File: config.mk
export PLATFORM = sky130hd
export DESIGN_NAME = uart_rx_fifo
export DESIGN_NICKNAME = d
export VERILOG_FILES = /design/src/rtl/uart_rx_fifo.sv
export SDC_FILE = /design/constraint.sdc
export NUM_CORES = 1
export LEC_CHECK = 0
export ABC_AREA = 1
export BUFFER_PORTS_ARGS = -buffer_cell sky130_fd_sc_hd__buf_2
export CORE_ASPECT_RATIO = 2
export CORE_UTILIZATION = 45
export CTS_CLUSTER_DIAMETER = 30
export DETAILED_ROUTE_END_ITERATION = 10
export GPL_TIMING_DRIVEN = 0
export PLACE_DENSITY = 0.75
export SLEW_MARGIN = 20
export SYNTH_ARGS = -nofsm -noshare
export SYNTH_HDL_FRONTEND = slang
export SYNTH_SLANG_ARGS = --single-unit
File: constraint.sdc
create_clock -name clk -period 1.9 [get_ports clk]
set_input_delay 0 -clock clk [delete_from_list [all_inputs] [get_ports clk]]
set_output_delay 0 -clock clk [all_outputs]
set_load 0.005 [all_outputs]
File: src/rtl/uart_rx_fifo.sv
// uart_rx_fifo: show-ahead receive FIFO between the receive UART and the CPU read port.
// Holds the level count and a sticky overrun flag; reset masks the outputs combinationally.
module uart_rx_fifo #(
  parameter int AW = 4,
  parameter int DW = 8
) (
  input  logic          clk,
  input  logic          reset,
  input  logic          uart_valid,
  input  logic [DW-1:0] uart_data,
  output logic          uart_rd,
  input  logic          rd,
  output logic          valid,
  output logic [DW-1:0] data,
  output logic [AW:0]   level,
  output logic          overrun,
  input  logic          clr_overrun
);
  logic [DW-1:0] r_mem [2**AW];
  logic [AW-1:0] r_wptr, r_rptr;
  logic [AW:0]   r_level;
  logic          r_overrun;
  logic          w_full, w_pop, w_wr, w_discard;
  always_comb begin
    w_full    = r_level == (AW+1)'(2**AW);
    valid     = !reset && r_level != '0;
    level     = reset ? '0 : r_level;
    overrun   = !reset && r_overrun;
    uart_rd   = uart_valid && !reset;
    data      = r_mem[r_rptr];
    w_pop     = rd && valid;
    w_wr      = uart_rd && (!w_full || w_pop);
    w_discard = uart_rd && w_full && !w_pop;
  end
  always_ff @(posedge clk)
    if (w_wr) r_mem[r_wptr] <= uart_data;
  always_ff @(posedge clk) begin
    if (reset) begin
      r_wptr    <= '0;
      r_rptr    <= '0;
      r_level   <= '0;
      r_overrun <= 1'b0;
    end else begin
      r_wptr    <= w_wr ? r_wptr + 1'b1 : r_wptr;
      r_rptr    <= w_pop ? r_rptr + 1'b1 : r_rptr;
      r_level   <= (w_wr && !w_pop) ? r_level + 1'b1 : (!w_wr && w_pop) ? r_level - 1'b1 : r_level;
      r_overrun <= w_discard ? 1'b1 : clr_overrun ? 1'b0 : r_overrun;
    end
  end
endmodule

==> results.sh, run 1 <==
export IMPL_met1_usage_pct=22.9
export IMPL_ys_types=27
export IMPL_slew_violations=0
export IMPL_most_common_layout_cells="edfxtp_1, inv_1, nand2_1"
export IMPL_use_met2_pct=45.9
export IMPL_clock_path_buffers=2
export IMPL_num_vias=4450
export IMPL_fin_crit_ps=1960
export IMPL_final_setup_viol_count=2
export IMPL_gp_congestion=0.977
export IMPL_path_class="flop to flop"
export IMPL_placed_area_sq_um=6680
export IMPL_final_cell_area_sq_um=7740
export IMPL_grt_pass1_vias=4537
export IMPL_violations="negative setup slack"
export IMPL_synthArstFlopShare_pct=0
export IMPL_cts_tree="yes"
export IMPL_layout_commonest_cell="edfxtp_1"
export IMPL_clock_sinks=146
export IMPL_syn_avg_cell_area_sq_um=11.3
export IMPL_ys_seq_area_share_pct=66.8
export IMPL_post_route_util_pct=57.3
export IMPL_grt_max_degree=17
export IMPL_ir_worst_vdd_mv=0.719
export IMPL_cts_root_buf="clkbuf_16"
export IMPL_die_w_microns=85.6
export IMPL_hold_viol_final=0
export IMPL_cp_required_ps=2190
export IMPL_finalCritPeriodShare_pct=103
export IMPL_fin_skew_ps=7.57
export IMPL_met3_usage_pct=4.18
export IMPL_crit_path_end_kind="flop"
export IMPL_dr_pass1_iters=5
export IMPL_power_leakage_nw=2.95
export IMPL_ys_dominant_reg_cell="edfxtp_1"
export IMPL_yosys_warnings=0
export IMPL_crit_arrival_ps=2250
export IMPL_cts_made_buffers=17
export IMPL_wl_mm=16.5
export IMPL_drc_errors=0
export IMPL_ios=29
export IMPL_multi_input_area_sq_um=1780
export IMPL_outcome="finished with violations"
export IMPL_final_nets=652
export IMPL_rsz0062_at_grt="yes"
export IMPL_htreeDepth=4
export IMPL_avgRoutedWirePerCell_microns=20.7
export IMPL_antenna_found_initial=0
export IMPL_ff_latch_area_sq_um=4210
export IMPL_synth_seq_cells=146
export IMPL_grt_overflow=0
export IMPL_numPortBuffers=27
export IMPL_core_area_sq_um=13500
export IMPL_p_per_area_nw_per_um2=1130
export IMPL_grt_pass1_wl_mm=24.8
export IMPL_ff2ff_setup_slack_ps=-60
export IMPL_fmax_ghz=0.509
export IMPL_die_y_microns=169
export IMPL_synthToLayoutAreaGrowth_pct=23.0
export IMPL_start_util_pct=46.6
export IMPL_hpwl_mm=11.4
export IMPL_finalSetupTns_ps=-112
export IMPL_cp_max_fo=4
export IMPL_max_cap_violations=0
export IMPL_grt_total_usage_pct=24.2
export IMPL_rows=60
export IMPL_hold_path_class="input pin to flop"
export IMPL_n_antenna_cell=0
export IMPL_clk_latency_ps=420
export IMPL_dieArea_sq_um=14500
export IMPL_netlist_instances=559
export IMPL_grt_busiest_layer="met2"
export IMPL_fin_ws_ps=-64.8
export IMPL_fillers=1065
export IMPL_worst_pin_slew_ps=532
export IMPL_synth_edff_count=128
export IMPL_clk_pin_slew_ps=60
export IMPL_drt_iter0_markers=500
export IMPL_cp_start_kind="flop"
export IMPL_slew_headroom_pct=64.5
export IMPL_viasPerCell=5.58
export IMPL_drive_above_1_share_pct=25.4
export IMPL_syn_area_sq_um=6290
export IMPL_detail_route_antenna_nets=0
export IMPL_syn_num_nets=582
-- final timing paths --
kind / from / end / cells after the start
max: r_level[2] / r_level[4] / 14
min: uart_data[7] / r_mem[15][7] / 1
max reg2reg: r_level[2] / r_level[4] / 14
min reg2reg: r_rptr[1] / flop / 2
-- stage by stage --
stage	std cells	hold slack [ps]	power [mW]	setup WS [ps]
floorplan	559	98.9	4.49	3.17
global placement	741	196	4.92	-196
detailed placement	741	198	4.96	-223
CTS	787	11.4	8.59	-136
global route	797	9.33	9.04	-146
finish	797	24.3	8.76	-64.8
-- repair_timing --
| action | 4_1_cts | 5_1_grt |
|---|---|---|
| buffers inserted | 9 | 8 |
| hold endpoints to repair | 27 | 0 |
| pin swaps | 5 | 14 |
| cloned | 0 | 2 |
| setup endpoints to repair | 132 | 115 |
| hold buffers | 5 | 0 |
| gates resized for setup | 37 | 61 |
-- layer usage --
layer | share of wire (%) | up-vias | routed length, microns
met5 | 0 | - | 0
met4 | 7.6 | 0 | 1250
met3 | 4.2 | 62 | 687
met2 | 56 | 206 | 9190
met1 | 33 | 2108 | 5360
li1 | - | 2074 | -
-- critical path, cell delays in order, from the launching register on --
cell and delay, ps:
dfxtp_4 350, inv_4 60, nand2_4 60, nor2_4 140, o211ai_4 120, nand2_4 120, inv_8 40, ha_4 180
fa_2 400, nor2_4 110, nor2_2 50, nand2_1 50, nand2_1 50, nand2_1 50, a21oi_1 50
-- registers in the layout, indices dropped and copies added, names as in the netlist, named ones only --
name and cells:
r_rptr 4, r_level 5, r_wptr 4, r_mem 128, r_overrun 1
-- synth_stat cells (4+ instances only) --
master / n / area [sq um]
edfxtp_1: 128 / 3840
inv_1: 86 / 323
nand2_1: 67 / 251
nand3_1: 60 / 300
a21oi_1: 46 / 230
o21ai_0: 38 / 190
o211ai_1: 32 / 240
nor2_1: 29 / 109
dfxtp_1: 18 / 360
buf_2: 14 / 70.1
ha_1: 9 / 113
clkbuf_1: 6 / 22.5
nand2_4: 4 / 45.0
-- kinds of logic after synthesis --
group / count (synthesis) / synth area share [%]
DFF: 146 / 66.8
AOI/OAI and AO/OA: 118 / 11.0
and+or+nand+nor: 163 / 11.6
adders and majority gates: 10 / 2.11
xor gates and xnor gates: 5 / 0.696
buffers and inverters: 117 / 7.83
-- layout make-up --
type	instances	area share [%]
Inverter	88	4.48
Timing Repair Buffer	51	4.67
Clock inverter	14	2.59
Sequential cell	146	54.4
Buffer	29	2.83
Tap cell	155	2.51
Clock buffer	18	5.54
Multi-Input combinational cell	296	23.0
-- report_power, final --
part	internal [mW]	switching, mW	total (mW)
Clock	2.22	1.33	3.55
Combinational	0.629	0.979	1.61
Sequential	3.56	0.0460	3.61
Power figures use the tool's default switching activity.
==> inputs of run 2 (changes only) <==
- CORE_ASPECT_RATIO: 2 -> 0.9
==> run 2 against run 1 <==
The flow still finishes with violations (negative setup slack). Global-route usage fell by 2.5 points. Setup slack worse by 37 ps. First-iteration DRC count grew 6.2%. Clock power decreased by 14%. Count of clock-buffer cells in the layout grew 1. Via count is 1.6% higher. Final area fell by 1.4%. Largest cell class unchanged. Highest routed layer unchanged. Fmax is 1.9% lower. Sequential power hardly changed. Sequential share of layout area rose by 0.72 points. Clock skew fell by 2.8 ps. Die area shrank 0.20%.
==> results.sh, run 2 (synthesis gave the netlist of run 1 again) <==
export IMPL_final_setup_viol_count=3
export IMPL_grt_pass1_vias=4344
export IMPL_hold_path_class="input pin to flop"
export IMPL_place_inst=754
export IMPL_r2r_start="r_level[0]"
export IMPL_dr_pass1_iters=5
export IMPL_start_util_pct=46.6
export IMPL_cp_required_ps=2190
export IMPL_die_w_microns=127
export IMPL_critPathTopFamily="simple AND/OR/NAND/NOR gates"
export IMPL_gp_congestion=0.991
export IMPL_power_leakage_nw=2.93
export IMPL_fin_hold_ws_ps=16.6
export IMPL_power_frac_seq_pct=44.1
export IMPL_clock_sinks=146
export IMPL_rsz0062_at_grt="yes"
export IMPL_core_area_sq_um=13500
export IMPL_power_frac_clock_pct=37.1
export IMPL_drive_above_1_share_pct=24.1
export IMPL_cp_max_fo=5
export IMPL_cp_start_kind="flop"
export IMPL_hp_start="uart_data[2]"
export IMPL_viasPerCell=5.55
export IMPL_worst_path_buf_inv=2
export IMPL_final_cell_area_sq_um=7630
export IMPL_hpwl_mm=9.74
export IMPL_n_antenna_cell=0
export IMPL_fillers=1092
export IMPL_placed_area_sq_um=6700
export IMPL_fin_skew_ps=4.73
export IMPL_grt_total_usage_pct=21.7
export IMPL_outcome="finished with violations"
export IMPL_numPortBuffers=27
export IMPL_hold_viol_final=0
export IMPL_die_y_microns=114
export IMPL_slew_headroom_pct=51.1
export IMPL_rows=40
export IMPL_wl_mm=15.2
export IMPL_clk_latency_ps=420
export IMPL_avgRoutedWirePerCell_microns=18.6
export IMPL_ios=29
export IMPL_num_vias=4520
export IMPL_max_cap_violations=0
export IMPL_p_sw_mw=2.26
export IMPL_synthToLayoutAreaGrowth_pct=21.3
export IMPL_cp_common_cell="nand2_1"
export IMPL_whs_path_depth=1
export IMPL_dieArea_sq_um=14500
export IMPL_fin_ws_ps=-102
export IMPL_reg_top3="r_mem: 128 flops, r_level: 5 flops"
export IMPL_cts_made_buffers=17
export IMPL_clk_pin_slew_ps=60
export IMPL_cpPeakStageDelay_ps=400
export IMPL_drt_iter0_markers=531
export IMPL_reg2reg_depth=14
export IMPL_post_place_ws_ps=-164
export IMPL_multi_input_area_sq_um=1770
export IMPL_cts_tree="yes"
export IMPL_r2r_end="r_level[4]"
export IMPL_layout_commonest_cell="edfxtp_1"
export IMPL_cts_root_buf="clkbuf_16"
export IMPL_p_per_area_nw_per_um2=1070
export IMPL_htreeDepth=4
export IMPL_antenna_found_initial=0
export IMPL_largest_reg_flops=128
export IMPL_detail_route_antenna_nets=0
export IMPL_hold_end="r_mem[8][2]"
export IMPL_grt_max_degree=17
export IMPL_comb_power_share_pct=18.8
export IMPL_fmax_ghz=0.499
export IMPL_crit_path_end_kind="flop"
export IMPL_path_class="flop to flop"
export IMPL_slew_violations=0
export IMPL_crit_path_top_delay_cell="fa_2"
export IMPL_swShare_pct=27.7
export IMPL_top_register="r_mem"
export IMPL_finalCritPeriodShare_pct=105
export IMPL_ir_worst_vdd_mv=0.741
export IMPL_intPower_mw=5.92
export IMPL_clock_path_buffers=2
export IMPL_ff_latch_area_sq_um=4210
export IMPL_grt_pass1_wl_mm=22.5
export IMPL_grt_overflow=0
export IMPL_p_total_mw=8.18
export IMPL_ff2ff_setup_slack_ps=-100
export IMPL_final_nets=656
export IMPL_drc_errors=0
export IMPL_crit_arrival_ps=2290
export IMPL_fin_cells=814
export IMPL_most_common_layout_cells="edfxtp_1, inv_1, nand2_1"
export IMPL_fin_crit_ps=2000
export IMPL_violations="negative setup slack"
export IMPL_crit_chain="inv_4, nand2_4, nor2_4, o211ai_4, nand2_4, inv_8, ha_4, fa_2, nor2_4, nor2_2, nand2_1, nand2_1, nand2_1, a21oi_1"
export IMPL_worst_pin_slew_ps=730
## run 2: cell types whose count changed in the layout (fill, tap and decap cells not counted), sizes merged
cell / change
bufinv: -4
clkinv: +4
clkinvlp: -4
buf: +3
inv: +3
clkbuf: +1
dlygate4sd3: +1
## run 2: what timing repair did
item | CTS | global route
endpoints found under the setup margin | 123 | 131
hold endpoints to repair | 43 | 0
pin swaps | 4 | 16
buffers inserted | 9 | 12
gates resized for setup | 19 | 57
hold buffers | 6 | 0
gates cloned | 0 | 1
## run 2: per-stage QoR
step	TNS, ps	utilization (%)
2_1_floorplan	0	-
3_3_place_gp	-1590	49.6
3_5_place_dp	-4910	49.6
4_1_cts	-1840	54.7
5_1_grt	-1280	56.5
6_report	-126	56.5
## run 2: how the worst max path moves through the flow
stage / cells after the start / slack [ps] / endpoint / start
floorplan: 14 / 3 / r_level[4] / r_level[2]
CTS: 5 / -90 / r_mem[15][1] / r_wptr[0]
detailed placement: 14 / -160 / r_level[4] / r_level[2]
global placement: 16 / -160 / r_level[4] / r_level[0]
global route: 14 / -220 / r_level[4] / r_level[2]
finish: 14 / -100 / r_level[4] / r_level[0]
## run 2: area by class of cell
| class | count | area share [%] |
|---|---|---|
| clock inverter | 13 | 1.02 |
| multi-input combinational | 296 | 23.1 |
| clock buffer | 19 | 5.95 |
| timing repair buffer | 55 | 4.72 |
| tap | 168 | 2.75 |
| sequential | 146 | 55.1 |
| buffer | 29 | 2.74 |
| inverter | 88 | 4.56 |
## run 2: power groups by stage
stage	registers [mW]	clock network (mW)	logic, mW
finish	3.60	3.04	1.54
global route	3.61	3.21	1.67
CTS	3.59	3.07	1.33
detailed placement	3.67	0	1.22
global placement	3.67	0	1.18
floorplan	3.66	0	0.830
## run 2: layer usage
layer / part of all wire, % / GRT usage [%] / vias to the layer above
li1: - / - / 2088
met1: 41 / 27.3 / 2215
met2: 49 / 35.9 / 187
met3: 8.2 / 5.37 / 30
met4: 2.0 / 9.56 / 0
met5: 0 / 0 / -
==> inputs of run 3 (changes only) <==
- ABC_AREA: 1 -> not set
==> run 3 against run 2 <==
The flow still finishes with violations (negative setup slack). Cell count fell by 27%. Global-route usage fell by 0.42 points. Via count fell by 27%. Critical endpoint unchanged. Largest power group is now the clock network. Hold slack got worse by 5.7 ps. Sequential power rose by 3%. Final area rose by 2.8%. Die area fell by 6.6%. Fmax fell by 23%.
==> results.sh, run 3 <==
export IMPL_outcome="finished with violations"
export IMPL_violations="negative setup slack"
export IMPL_hold_end="r_level[4]"
export IMPL_final_nets=446
export IMPL_core_area_sq_um=12700
export IMPL_cts_root_buf="clkbuf_16"
export IMPL_clock_sinks=146
export IMPL_hold_viol_final=0
export IMPL_ys_types=38
export IMPL_fmax_ghz=0.383
export IMPL_cp_max_fo=4
export IMPL_slew_violations=0
export IMPL_antenna_found_initial=0
export IMPL_ff2ff_setup_slack_ps=-710
export IMPL_clock_path_buffers=2
export IMPL_whs_path_depth=3
export IMPL_cts_made_buffers=17
export IMPL_fin_skew_ps=8.98
export IMPL_crit_path_end_kind="flop"
export IMPL_start_util_pct=46.3
export IMPL_grt_max_degree=17
export IMPL_viasPerCell=5.53
export IMPL_num_vias=3307
export IMPL_synth_seq_cells=146
export IMPL_power_leakage_nw=2.70
export IMPL_fin_ws_ps=-708
export IMPL_fillers=875
export IMPL_grt_pass1_vias=3490
export IMPL_clk_latency_ps=420
export IMPL_fin_crit_ps=2610
export IMPL_synth_area_leaders="edfxtp_1, mux4_2, dfxtp_1, nor2_1, a22oi_1"
export IMPL_hp_start="reset"
export IMPL_cts_tree="yes"
export IMPL_r2r_end="r_level[4]"
export IMPL_synth_edff_count=128
export IMPL_synthToLayoutAreaGrowth_pct=33.8
export IMPL_drt_iter0_markers=357
export IMPL_cp_start_kind="flop"
export IMPL_hold_path_class="input pin to flop"
export IMPL_largest_reg_flops=128
export IMPL_reg_top3="r_mem: 128 flops, r_level: 5 flops"
export IMPL_layout_commonest_cell="edfxtp_1"
export IMPL_reg2reg_depth=9
export IMPL_detail_route_antenna_nets=0
export IMPL_dieArea_sq_um=13500
export IMPL_syn_avg_cell_area_sq_um=18.0
export IMPL_hpwl_mm=7.33
export IMPL_worst_pin_slew_ps=1040
export IMPL_rows=39
export IMPL_synthArstFlopShare_pct=0
export IMPL_rsz0062_at_grt="yes"
export IMPL_grt_pass1_wl_mm=20.0
export IMPL_post_route_util_pct=61.9
export IMPL_cp_required_ps=2210
export IMPL_die_y_microns=110
export IMPL_path_class="flop to flop"
export IMPL_max_cap_violations=0
export IMPL_numPortBuffers=28
export IMPL_grt_total_usage_pct=21.3
export IMPL_drc_errors=0
export IMPL_ir_worst_vdd_mv=0.886
export IMPL_syn_num_nets=349
export IMPL_avgRoutedWirePerCell_microns=21.4
export IMPL_slew_headroom_pct=30.2
export IMPL_finalCritPeriodShare_pct=137
export IMPL_p_total_mw=10.5
export IMPL_p_per_area_nw_per_um2=1340
export IMPL_ys_seq_area_share_pct=71.6
export IMPL_synth_largest_area_cell="edfxtp_1"
export IMPL_r2r_start="r_level[3]"
export IMPL_synth_top_area_share_pct=65.5
export IMPL_grt_overflow=0
export IMPL_n_antenna_cell=0
export IMPL_most_common_layout_cells="edfxtp_1, mux4_2, buf_2"
export IMPL_top_register="r_mem"
export IMPL_clk_pin_slew_ps=60
export IMPL_ios=29
export IMPL_htreeDepth=4
export IMPL_ys_dominant_reg_cell="edfxtp_1"
export IMPL_netlist_top_cells_count="edfxtp_1, nor2_1, mux4_2, dfxtp_1, a22oi_1"
export IMPL_yosys_warnings=0
export IMPL_gp_congestion=0.762
export IMPL_final_setup_viol_count=140
export IMPL_wl_mm=12.8
export IMPL_crit_arrival_ps=2920
export IMPL_dr_pass1_iters=5
export IMPL_die_w_microns=122
export IMPL_drive_above_1_share_pct=45.4
export IMPL_synth_most_common_cell="edfxtp_1"
export IMPL_netlist_instances=326
export IMPL_syn_area_sq_um=5870
[run 3: worst max path at each step]
stage          cells past startpoint         end  slack, ps       start
2_1_floorplan                     10  r_level[4]       -730  r_level[3]
3_3_place_gp                      11  r_level[4]       -850  r_level[3]
3_5_place_dp                      10  r_level[4]       -920  r_level[1]
4_1_cts                           10  r_level[4]       -750  r_level[0]
5_1_grt                            9  r_level[4]       -790  r_level[3]
6_report                           9  r_level[4]       -710  r_level[3]
[run 3: logic make-up after synthesis]
logic type / synth area share [%]
AO/OA/AOI/OAI: 4.24
XOR/XNOR: 1.19
adder cells (fa/ha/maj): 2.26
buffers and inverters: 1.56
flip-flops: 71.6
multiplexers: 12.8
AND/OR/NAND/NOR: 6.31
[run 3: routing by layer]
metal / vias up / global-route usage [%] / routed length (microns)
li1: 1489 / - / -
met1: 1682 / 25.7 / 5010
met2: 114 / 37.3 / 6850
met3: 22 / 4.89 / 720
met4: 0 / 8.19 / 220
met5: - / 0 / 0
[run 3: final cells by class]
type	count	area, sq um	share of cell area, %
Timing Repair Buffer	80	753	9.59
Inverter	6	25.0	0.319
Tap cell	164	205	2.61
Clock buffer	18	429	5.47
Buffer	13	125	1.59
Multi-Input combinational cell	159	1870	23.8
Sequential cell	146	4220	53.7
Clock inverter	12	230	2.93
[run 3: critical path, stage by stage, from the launching register on]
cell and delay, ps:
dfxtp_4 340, or4_4 610, nor2_8 130, nor2b_4 60
ha_4 170, fa_2 360, nand2b_4 150, a21oi_2 130
mux2i_1 220, mux2_1 330
[run 3: metrics by stage]
| stage | cells | cell area, sq um | setup TNS [ps] | hold slack (ps) | setup slack [ps] |
|---|---|---|---|---|---|
| after floorplan | 326 | 5930 | -2320 | 36.2 | -728 |
| after global placement | 518 | 6270 | -52960 | 282 | -850 |
| after detailed placement | 518 | 6290 | -45480 | 281 | -916 |
| after CTS | 595 | 7790 | -27860 | 5.42 | -747 |
| after global routing | 598 | 7850 | -49530 | 29.8 | -792 |
| final | 598 | 7850 | -38340 | 10.9 | -708 |
[run 3: repair_timing]
item | in CTS | in global routing
endpoints found under the setup margin | 141 | 141
setup buffers | 36 | 6
hold buffers | 11 | 0
cloned | 3 | 0
hold endpoints to repair | 134 | 0
pin swaps | 34 | 14
resized for setup | 92 | 9
[run 3: power breakdown]
group,leakage [nW],internal (mW),switching (mW)
sequential,1.30,3.63,0.0924
clock,0.319,2.46,1.27
combinational,1.08,1.70,1.37
